--- config.mk ---
export PLATFORM = sky130hd
export DESIGN_NAME = uart_calc_ctrl
export DESIGN_NICKNAME = d
export VERILOG_FILES = /design/src/rtl/calc_pkg.sv /design/src/rtl/calc_alu.sv /design/src/rtl/uart_calc_ctrl.sv
export SDC_FILE = /design/constraint.sdc
export NUM_CORES = 1
export LEC_CHECK = 0
export CELL_PAD_IN_SITES_DETAIL_PLACEMENT = 0
export CELL_PAD_IN_SITES_GLOBAL_PLACEMENT = 1
export CORE_MARGIN = 1.5
export CORE_UTILIZATION = 35
export DETAILED_ROUTE_END_ITERATION = 12
export GPL_TIMING_DRIVEN = 0
export PLACE_DENSITY_LB_ADDON = 0.1
export SLEW_MARGIN = 30
export SYNTH_ARGS = -nofsm -noshare
export SYNTH_HDL_FRONTEND = slang
export SYNTH_SLANG_ARGS = --single-unit
--- constraint.sdc ---
create_clock -name clk -period 4.6 [get_ports clk]
set_clock_uncertainty 0.05 [all_clocks]
set_input_delay 0.69 -clock clk [delete_from_list [all_inputs] [get_ports clk]]
set_output_delay 0.69 -clock clk [all_outputs]
set_load 0.01 [all_outputs]
--- src/rtl/calc_pkg.sv ---
// Shared types for the UART calculator controller: state codes, opcodes and
// the transmit sub-phase encoding.
package calc_pkg;

  typedef enum logic [3:0] {
    ST_IDLE      = 4'd0,
    ST_TIMEOUT   = 4'd1,
    ST_WAIT_A_HI = 4'd4,
    ST_WAIT_B_LO = 4'd5,
    ST_WAIT_B_HI = 4'd8,
    ST_WAIT_OP   = 4'd9,
    ST_EXEC      = 4'd10,
    ST_SEND      = 4'd11
  } state_e;

  typedef enum logic [1:0] {
    PH_LO_START = 2'd0,
    PH_LO_GUARD = 2'd1,
    PH_HI_START = 2'd2,
    PH_HI_DONE  = 2'd3
  } send_phase_e;

  localparam logic [7:0] OP_ADD = 8'h00;
  localparam logic [7:0] OP_SUB = 8'h01;
  localparam logic [7:0] OP_AND = 8'h02;
  localparam logic [7:0] OP_OR  = 8'h03;
  localparam logic [7:0] OP_XOR = 8'h04;

  // States in which the inter-byte timeout counter runs.
  function automatic logic is_wait_state(input state_e s);
    return (s == ST_WAIT_A_HI) || (s == ST_WAIT_B_LO) ||
           (s == ST_WAIT_B_HI) || (s == ST_WAIT_OP);
  endfunction

endpackage

--- src/rtl/calc_alu.sv ---
// Combinational calculator ALU; operands are zero-extended to 17 bits so
// bit 16 carries the add carry or subtract borrow.
module calc_alu
  import calc_pkg::*;
(
  input  logic [15:0] a_i,
  input  logic [15:0] b_i,
  input  logic [7:0]  op_i,
  output logic [16:0] res_o,
  output logic        err_o
);

  // Opcode decode and arithmetic.
  always_comb begin
    res_o = 17'h00000;
    err_o = 1'b0;
    case (op_i)
      OP_ADD:  res_o = {1'b0, a_i} + {1'b0, b_i};
      OP_SUB:  res_o = {1'b0, a_i} - {1'b0, b_i};
      OP_AND:  res_o = {1'b0, a_i & b_i};
      OP_OR:   res_o = {1'b0, a_i | b_i};
      OP_XOR:  res_o = {1'b0, a_i ^ b_i};
      default: begin
        res_o = 17'h00000;
        err_o = 1'b1;
      end
    endcase
  end

endmodule

--- src/rtl/uart_calc_ctrl.sv ---
// UART calculator sequencer: gathers A, B and opcode bytes, runs the ALU and
// returns the result low byte first over the transmitter handshake.
module uart_calc_ctrl
  import calc_pkg::*;
#(
  parameter int unsigned TIMEOUT_CYCLES = 100_000_000
) (
  input  logic        clk,
  input  logic        reset,
  input  logic [7:0]  rx_data,
  input  logic        rx_ready,
  input  logic        tx_busy,
  output logic        tx_start,
  output logic [7:0]  tx_data,
  output logic [3:0]  state,
  output logic [15:0] a,
  output logic [15:0] b,
  output logic [16:0] res,
  output logic        op_err
);

  localparam int unsigned CNT_W = (TIMEOUT_CYCLES > 1) ? $clog2(TIMEOUT_CYCLES) : 1;
  localparam logic [CNT_W-1:0] CNT_LAST = CNT_W'(TIMEOUT_CYCLES - 1);

  state_e            state_q, state_d;
  send_phase_e       phase_q, phase_d;
  logic [15:0]       a_q, a_d;
  logic [15:0]       b_q, b_d;
  logic [7:0]        op_q, op_d;
  logic [16:0]       res_q, res_d;
  logic              op_err_q, op_err_d;
  logic              tx_start_q, tx_start_d;
  logic [7:0]        tx_data_q, tx_data_d;
  logic [CNT_W-1:0]  cnt_q, cnt_d;
  logic              cnt_last_s;
  logic [16:0]       alu_res_s;
  logic              alu_err_s;

  calc_alu u_alu (
    .a_i   (a_q),
    .b_i   (b_q),
    .op_i  (op_q),
    .res_o (alu_res_s),
    .err_o (alu_err_s)
  );

  // The counter only advances while parked in a wait state; any byte or
  // state change (including the expiry itself) returns it to zero.
  assign cnt_last_s = (cnt_q == CNT_LAST);
  assign cnt_d = (is_wait_state(state_q) && !rx_ready && !cnt_last_s) ?
                 (cnt_q + CNT_W'(1)) : {CNT_W{1'b0}};

  // Next-state and datapath update.
  always_comb begin
    state_d    = state_q;
    phase_d    = phase_q;
    a_d        = a_q;
    b_d        = b_q;
    op_d       = op_q;
    res_d      = res_q;
    op_err_d   = op_err_q;
    tx_start_d = 1'b0;
    tx_data_d  = tx_data_q;
    case (state_q)
      ST_IDLE: begin
        if (rx_ready) begin
          a_d     = {8'h00, rx_data};
          b_d     = 16'h0000;
          op_d    = 8'h00;
          state_d = ST_WAIT_A_HI;
        end else begin
          state_d = ST_IDLE;
        end
      end
      ST_WAIT_A_HI: begin
        if (rx_ready) begin
          a_d[15:8] = rx_data;
          state_d   = ST_WAIT_B_LO;
        end else if (cnt_last_s) begin
          state_d = ST_TIMEOUT;
        end else begin
          state_d = ST_WAIT_A_HI;
        end
      end
      ST_WAIT_B_LO: begin
        if (rx_ready) begin
          b_d[7:0] = rx_data;
          state_d  = ST_WAIT_B_HI;
        end else if (cnt_last_s) begin
          state_d = ST_TIMEOUT;
        end else begin
          state_d = ST_WAIT_B_LO;
        end
      end
      ST_WAIT_B_HI: begin
        if (rx_ready) begin
          b_d[15:8] = rx_data;
          state_d   = ST_WAIT_OP;
        end else if (cnt_last_s) begin
          state_d = ST_TIMEOUT;
        end else begin
          state_d = ST_WAIT_B_HI;
        end
      end
      ST_WAIT_OP: begin
        if (rx_ready) begin
          op_d    = rx_data;
          state_d = ST_EXEC;
        end else if (cnt_last_s) begin
          state_d = ST_TIMEOUT;
        end else begin
          state_d = ST_WAIT_OP;
        end
      end
      ST_EXEC: begin
        res_d    = alu_res_s;
        op_err_d = alu_err_s;
        phase_d  = PH_LO_START;
        state_d  = ST_SEND;
      end
      ST_SEND: begin
        // tx_start_q is high exactly during each guard cycle, which gives the
        // transmitter one cycle to raise busy before it is looked at again.
        case (phase_q)
          PH_LO_START: begin
            if (!tx_busy) begin
              tx_start_d = 1'b1;
              tx_data_d  = res_q[7:0];
              phase_d    = PH_LO_GUARD;
            end else begin
              phase_d = PH_LO_START;
            end
          end
          PH_LO_GUARD: phase_d = PH_HI_START;
          PH_HI_START: begin
            if (!tx_busy) begin
              tx_start_d = 1'b1;
              tx_data_d  = res_q[15:8];
              phase_d    = PH_HI_DONE;
            end else begin
              phase_d = PH_HI_START;
            end
          end
          PH_HI_DONE: begin
            if (!tx_start_q && !tx_busy) begin
              phase_d = PH_LO_START;
              state_d = ST_IDLE;
            end else begin
              state_d = ST_SEND;
            end
          end
          default: phase_d = PH_LO_START;
        endcase
      end
      ST_TIMEOUT: begin
        a_d     = 16'h0000;
        b_d     = 16'h0000;
        op_d    = 8'h00;
        state_d = ST_IDLE;
      end
      default: state_d = ST_IDLE;
    endcase
  end

  // State and datapath registers.
  always_ff @(posedge clk or posedge reset) begin
    if (reset) begin
      state_q    <= ST_IDLE;
      phase_q    <= PH_LO_START;
      a_q        <= 16'h0000;
      b_q        <= 16'h0000;
      op_q       <= 8'h00;
      res_q      <= 17'h00000;
      op_err_q   <= 1'b0;
      tx_start_q <= 1'b0;
      tx_data_q  <= 8'h00;
      cnt_q      <= {CNT_W{1'b0}};
    end else begin
      state_q    <= state_d;
      phase_q    <= phase_d;
      a_q        <= a_d;
      b_q        <= b_d;
      op_q       <= op_d;
      res_q      <= res_d;
      op_err_q   <= op_err_d;
      tx_start_q <= tx_start_d;
      tx_data_q  <= tx_data_d;
      cnt_q      <= cnt_d;
    end
  end

  assign state    = state_q;
  assign a        = a_q;
  assign b        = b_q;
  assign res      = res_q;
  assign op_err   = op_err_q;
  assign tx_start = tx_start_q;
  assign tx_data  = tx_data_q;

endmodule

# --- Yosys cells after proc, flatten, opt, wreduce, memory -nomap -nowiden ---
# Index checks and enable logic that the tools add are counted.
word_totals:
  wordCells: 106
  in_bits: 12
  regBits: 100
classes:
  bitwise_logic: 3
  muxes: 35
  add_sub_neg: 3
  eq_ne: 24
  reduce_logical: 29
op_table:
  columns: ["op", "count"]
  rows:
  - ["8-bit one-hot mux with 3 select lines", 4]
  - ["17-bit one-hot mux with 5 select lines", 1]
  - ["16-bit two-way mux", 2]
  - ["4-bit two-way mux", 8]
  - ["8-bit two-way mux", 4]
  - ["8-bit one-hot mux with 2 select lines", 2]
  - ["4-bit one-hot mux with 7 select lines", 1]
  - ["27-bit by 1-bit adder with 27-bit output, second input constant", 1]
  - ["27-bit equality test, second input constant", 1]
  - ["27-bit two-way mux", 1]
  - ["16-bit by 16-bit adder with 17-bit output", 1]
  - ["16-bit by 16-bit subtractor with 17-bit output", 1]
  - ["16-bit bitwise AND", 1]
  - ["4-bit equality test, second input constant", 4]
  - ["8-bit by 2-bit equality test with 1-bit output, second input constant", 2]
  - ["2-bit inequality test, second input constant", 8]
  - ["16-bit OR", 1]
  - ["16-bit bitwise XOR", 1]
  - ["3-bit AND reduction", 4]
  - ["3-bit nonzero test", 4]
  - ["3-bit two-way mux", 3]
  - ["4-bit by 3-bit equality test with 1-bit output, second input constant", 2]
  - ["8-bit by 1-bit equality test with 1-bit output, second input constant", 1]
  - ["8-bit by 3-bit equality test with 1-bit output, second input constant", 1]
  - ["other kinds (19)", 35]

# --- Depth between registers and ports, before layout ---
logic_depth:
  ltp_word: 7
  depth_mapped: 15
  mapped_depth_nobuf: 13

# --- By module ---
# From an unflattened synthesis, not the netlist that was laid out.
hier_totals:
  hier_cells: 690
  hier_area_um2: 6585.1
modules_own_cells:
  columns: ["mod", "area_per_inst_um2", "cells_per_inst", "seq_area_each_um2", "n_inst"]
  rows:
  - ["uart_calc_ctrl", 4494.3, 392, 2502.4, 1]
  - ["calc_alu", 2090.8, 298, 0.0, 1]

# --- Least setup slack after synthesis ---
# No wires, ideal clock.
synth_timing:
  path_type: "register -> register"
  startpoint: "register op_q[4]"
  endpoint: "register res_q[16] (netlist: res[16])"
  setup_ns: 0.067
  slack_ns: 0.753
  required_time_ns: 4.483
  n_path_buf: 2
  arrival_ns: 3.729
  stages_incl_launch_ff: 15
  path_cell_list: "dfrtp_1 -> or4_4 -> buf_6 -> nor4_1 -> clkbuf_1 -> nand2_1 -> nor2_1 -> a21oi_1 -> fa_1 -> a211oi_1 -> o21ai_0 -> a31o_2 -> a222oi_1 -> mux2_4 -> nand3_2"
synth_via:
  elab_chain_cells: 2
  word_cells_on_any_way: 6
synth_lines:
  columns: ["element", "line_no", "source"]
  rows:
  - ["start: declaration", "uart_calc_ctrl.sv:29", "logic [7:0] op_q, op_d;"]
  - ["start signal: assignment", "uart_calc_ctrl.sv:183", "op_q <= op_d;"]
  - ["8-bit by 3-bit equality test with 1-bit output (tied with other cells)", "calc_alu.sv:17", "case (op_i)"]
  - ["17-bit one-hot mux with 5 select lines *", "calc_alu.sv:17", null]
  - ["end signal: assignment", "uart_calc_ctrl.sv:184", "res_q <= res_d;"]
  - ["end: declaration", "uart_calc_ctrl.sv:30", "logic [16:0] res_q, res_d;"]
# Every way passes the cells marked *; elsewhere a longest branch is shown, timed or not.
# A chain may end at the register's enable or synchronous reset.

# --- Final worst setup path ---
# Ends and elaborated chain as after synthesis.

==> Implementation_results.wiki <==
{| class="wikitable"
! Metric !! Value
|-
| GRT Residual Overflow || 0
|-
| Kind of path behind the tightest hold check || flip-flop to flip-flop
|-
| Critical path's slowest cell || or4_4
|-
| First-pass GRT wire length || between 20,000 and 30,000 um
|-
| Worst-Skew Late Latency || around 0.35 ns
|-
| Worst ir drop on vdd || approximately 330 uV
|-
| Number of storage elements in the synthesis netlist || 100
|-
| Die width || between 100 and 150 um
|-
| Final ANT Viol Nets || 0
|-
| Met3 capacity usage during global routing || 2.907%
|-
| Final hold slack || between 0.4 and 0.5 ns
|-
| Timing-limited maximum frequency || between 0.2 and 0.25 GHz
|-
| Post-synthesis instance total || 720
|-
| Wire length reported by the detailed router || between 15,000 and 20,000 um
|-
| TritonCTS Buffers || 9
|-
| Nets in the synthesized netlist || roughly 790
|-
| Number of H-tree branching levels || 3
|-
| Critical Path End Type || flip-flop
|-
| Leakage power || ~3.3 nW
|-
| Core area || ~18,000 um2
|-
| Finished Cell Area || 7744 um2
|-
| Final core area utilization || 43.26%
|-
| Overall routing resource usage || approximately a fifth
|-
| Setup Fix Bufs, Post-CTS || 0
|-
| Nets@finish || around 870
|-
| Endpoints failing setup || 0
|-
| Critical path class || flip-flop to flip-flop
|-
| Slew at the pin closest to its max-slew limit || roughly 1.0 ns
|-
| TritonCTS clock tree || done
|-
| Via count of the first global-routing pass || around 5,200
|-
| Worst EP required || roughly 4.8 ns
|-
| Non-filler instance count after layout || around 1,000
|-
| Instance count after placement with tap cells included || just over 1,000
|-
| Cell Area, Placed || between 7000 and 8000 um2
|-
| Post-Syn Area per Cell || roughly 9 um2
|-
| Fill count || 1,807
|-
| Max incr delay on CP || around 0.53 ns
|-
| Final Max Slew Viols || 0
|-
| Largest fanout on the critical path || 10
|-
| Worst slew margin || roughly 33%
|-
| Port-buffer cells || 73
|-
| Layout cells sized above 1 || 4.803%
|-
| RSZ-0062 raised after global routing || no
|-
| Number of rows in the core area || between 40 and 50
|-
| Status || completed
|-
| Area share of and/or/nand/nor cells after synthesis || 19.05%
|-
| Final HPWL from detailed placement || 14,610 um
|-
| Compound-Gate Fraction of Synth Area || between 15 and 20%
|-
| Root buffer cell || clkbuf_16
|-
| Largest family of logic cells by synthesized area || simple AND/OR/NAND/NOR gates
|-
| Post-layout min period || about 4.3 ns
|-
| Antenna violations before repair || 0
|-
| I/O Pins || 75
|-
| Combined area of all synthesized cells || approximately 6400 um2
|-
| FFs w/ async S/R, synth || 100.0%
|-
| Count of different cell masters after synthesis || 62
|-
| Most common flop cell mapped by yosys || dfrtp_1
|-
| 1st-pass router iterations || 5
|-
| Period utilization || 93.52%
|-
| Post-route DRC violation count || 0
|-
| Met1 routing resource usage after global routing || a little under a third
|-
| Drt first-iter violations || about 380
|-
| Vias after detailed routing || 5,454
|-
| Final routed wire length divided by cell count || between 15 and 20 um
|-
| Clock-pin slew on the worst setup and hold paths || about 0.070 ns
|-
| Areal power density over the cells || 789.2 nW/um2
|-
| Post-DR vias/cell || 5.239
|-
| Max-cap violation count || 0
|-
| Part of the Yosys area used for sequential elements || between 30% and 40%
|-
| Data arrival time of the critical path || 4.54 ns
|-
| Placer Congestion || between 0.8 and 0.9
|-
| Number of clock sinks seen by CTS || 100
|-
| Largest net degree at the start of global routing || between 50 and 60
|-
| Initial Util || about 35%
|-
| Element type at the critical path start || flip-flop
|-
| Number of synthesized flops with an enable pin || 0
|-
| Area grow syn2layout || 21.93%
|-
| DIE HEIGHT || ~140 um
|-
| GR Layer Usage met2 || 31.75%
|-
| Highest-utilization routing layer at the global route stage || met2
|-
| Yosys synthesis warning count || 0
|-
| Post-synthesis xor/xnor area fraction || 6.619%
|-
| Fraction of synthesized area in multiplexers || about 2.1%
|-
| Adder-cell share of the synthesized area || between 10% and 20%
|-
| Critical Path, Cell by Cell || or4_4 > buf_6 > nor4_2 > buf_2 > nand2_2 > nor2_1 > a21oi_1 > fa_1 > a211oi_1 > o21ai_0 > a31o_2 > a222oi_1 > mux2_4 > nand3_2
|-
| Die Outline Area || 18,960 um2
|-
| Inserted Diodes || 0
|-
| Number of hold violations in the final report || 0
|-
| Maximum root-to-sink buffer count || 2
|}
-- path summary, 6_finish.rpt --
check / from / to / slack [ns] / cells past startpoint
worst max-delay path: op_q[4]$_DFFE_PP0P_ / res[16]$_DFFE_PP0P_ / 0.30 / 14
worst min-delay path: op_q[4]$_DFFE_PP0P_ / op_q[4]$_DFFE_PP0P_ / 0.45 / 2
worst max register to register: op_q[4]$_DFFE_PP0P_ / res[16]$_DFFE_PP0P_ / 0.30 / 14
worst min register to register: op_q[4]$_DFFE_PP0P_ / op_q[4]$_DFFE_PP0P_ / 0.45 / 2
max in group asynchronous: reset / op_q[2]$_DFFE_PP0P_ / 3.17 / 3
min in group asynchronous: reset / tx_data[4]$_DFFE_PP0P_ / 0.69 / 2
-- power by group --
part           switching (mW)  internal, mW
Clock                   0.345         0.439
Combinational            2.32          1.70
Sequential              0.258          1.04
-- critical path, delay by kind of cell, from the launching register on --
kind                       cells  cell delay (ns)
AOI/OAI and AO/OA              5             1.26
adders and majority gates      1             0.49
buffers and inverters          2             0.51
DFF                            1             0.38
muxes                          1             0.34
and+or+nand+nor                5             1.18
-- final cells by class --
class / instances / area, um2 / share of cell area, %
inverter: 47 / 181.4 / 2.343
tap: 229 / 286.5 / 3.700
clock buffer: 11 / 242.7 / 3.135
clock inverter: 5 / 60.06 / 0.7756
buffer: 30 / 128.9 / 1.664
multi-input combinational: 543 / 3571 / 46.11
timing repair buffer: 76 / 770.7 / 9.953
sequential: 100 / 2502 / 32.32
-- metrics by stage --
stage	power, mW	TNS [ns]	setup slack [ns]
5_1_grt	6.638	0	0.03542
2_1_floorplan	4.070	0	0.7534
3_5_place_dp	5.282	-0.2905	-0.2496
6_report	6.111	0	0.2979
4_1_cts	6.110	0	0.01046
3_3_place_gp	5.247	-35.88	-0.3616
-- layer usage --
metal	share of wire, %	wire [um]
met1	51	9600
met4	0.97	184
met5	0	0
met2	44	8419
met3	4.0	754
-- cell usage in the layout, fill, tap and decap left out, drive strengths merged, types with 5 or more instances in the layout --
cell type | synthesis | final
o211ai | 5 | 5
a22oi | 6 | 6
o21ai | 57 | 57
ha | 53 | 53
nor4 | 6 | 6
or4 | 7 | 7
xor2 | 15 | 15
nor2 | 77 | 77
buf | 2 | 6
clkdlybuf4s50 | 0 | 73
nand2 | 92 | 92
clkbuf | 28 | 38
mux2i | 11 | 11
nand3 | 20 | 20
a21oi | 41 | 41
dfrtp | 100 | 100
xnor2 | 33 | 33
and3 | 5 | 5
nor3 | 10 | 10
inv | 47 | 48
a22o | 22 | 22
nand4 | 11 | 11
-- flip-flops by register name, summed over array words and instances (netlist names) --
register / cells
res: 17
op_q: 8
b: 16
phase_q: 2
tx_data: 8
cnt_q: 27
state: 4
tx_start: 1
op_err: 1
a: 16
-- synth_stat cells, types with 4 or more instances --
master	count	area [um2]
a21oi_1	41	205.2
a22o_1	22	192.7
a22oi_1	6	45.04
and3_1	5	31.28
clkbuf_1	28	105.1
dfrtp_1	100	2502
ha_1	53	663.1
inv_1	47	176.4
mux2i_1	11	110.1
nand2_1	92	345.3
nand2b_1	4	25.02
nand3_1	19	95.09
nand4_1	11	68.82
nor2_1	77	289.0
nor2b_1	4	25.02
nor3_1	10	50.05
nor3b_1	4	30.03
nor4_1	6	37.54
nor4b_1	4	35.03
o211ai_1	5	37.54
o21ai_0	56	280.3
or4_1	5	37.54
xnor2_1	33	289.0
xor2_1	15	131.4
-- cell families (layout without fill, tap and decap cells) --
family / count (synthesis) / after routing
buffers and inverters: 77 / 169
muxes: 13 / 13
xor gates and xnor gates: 48 / 48
DFF: 100 / 100
AOI/OAI and AO/OA: 170 / 170
and+or+nand+nor: 258 / 258
adders and majority gates: 54 / 54
-- repair_timing --
action                                  in CTS  in global routing
pin swaps                                    0                  0
hold buffers                                 0                  0
gates resized for setup                      1                  3
endpoints found under the setup margin       4                  5
(Power assumes the default switching activity.)
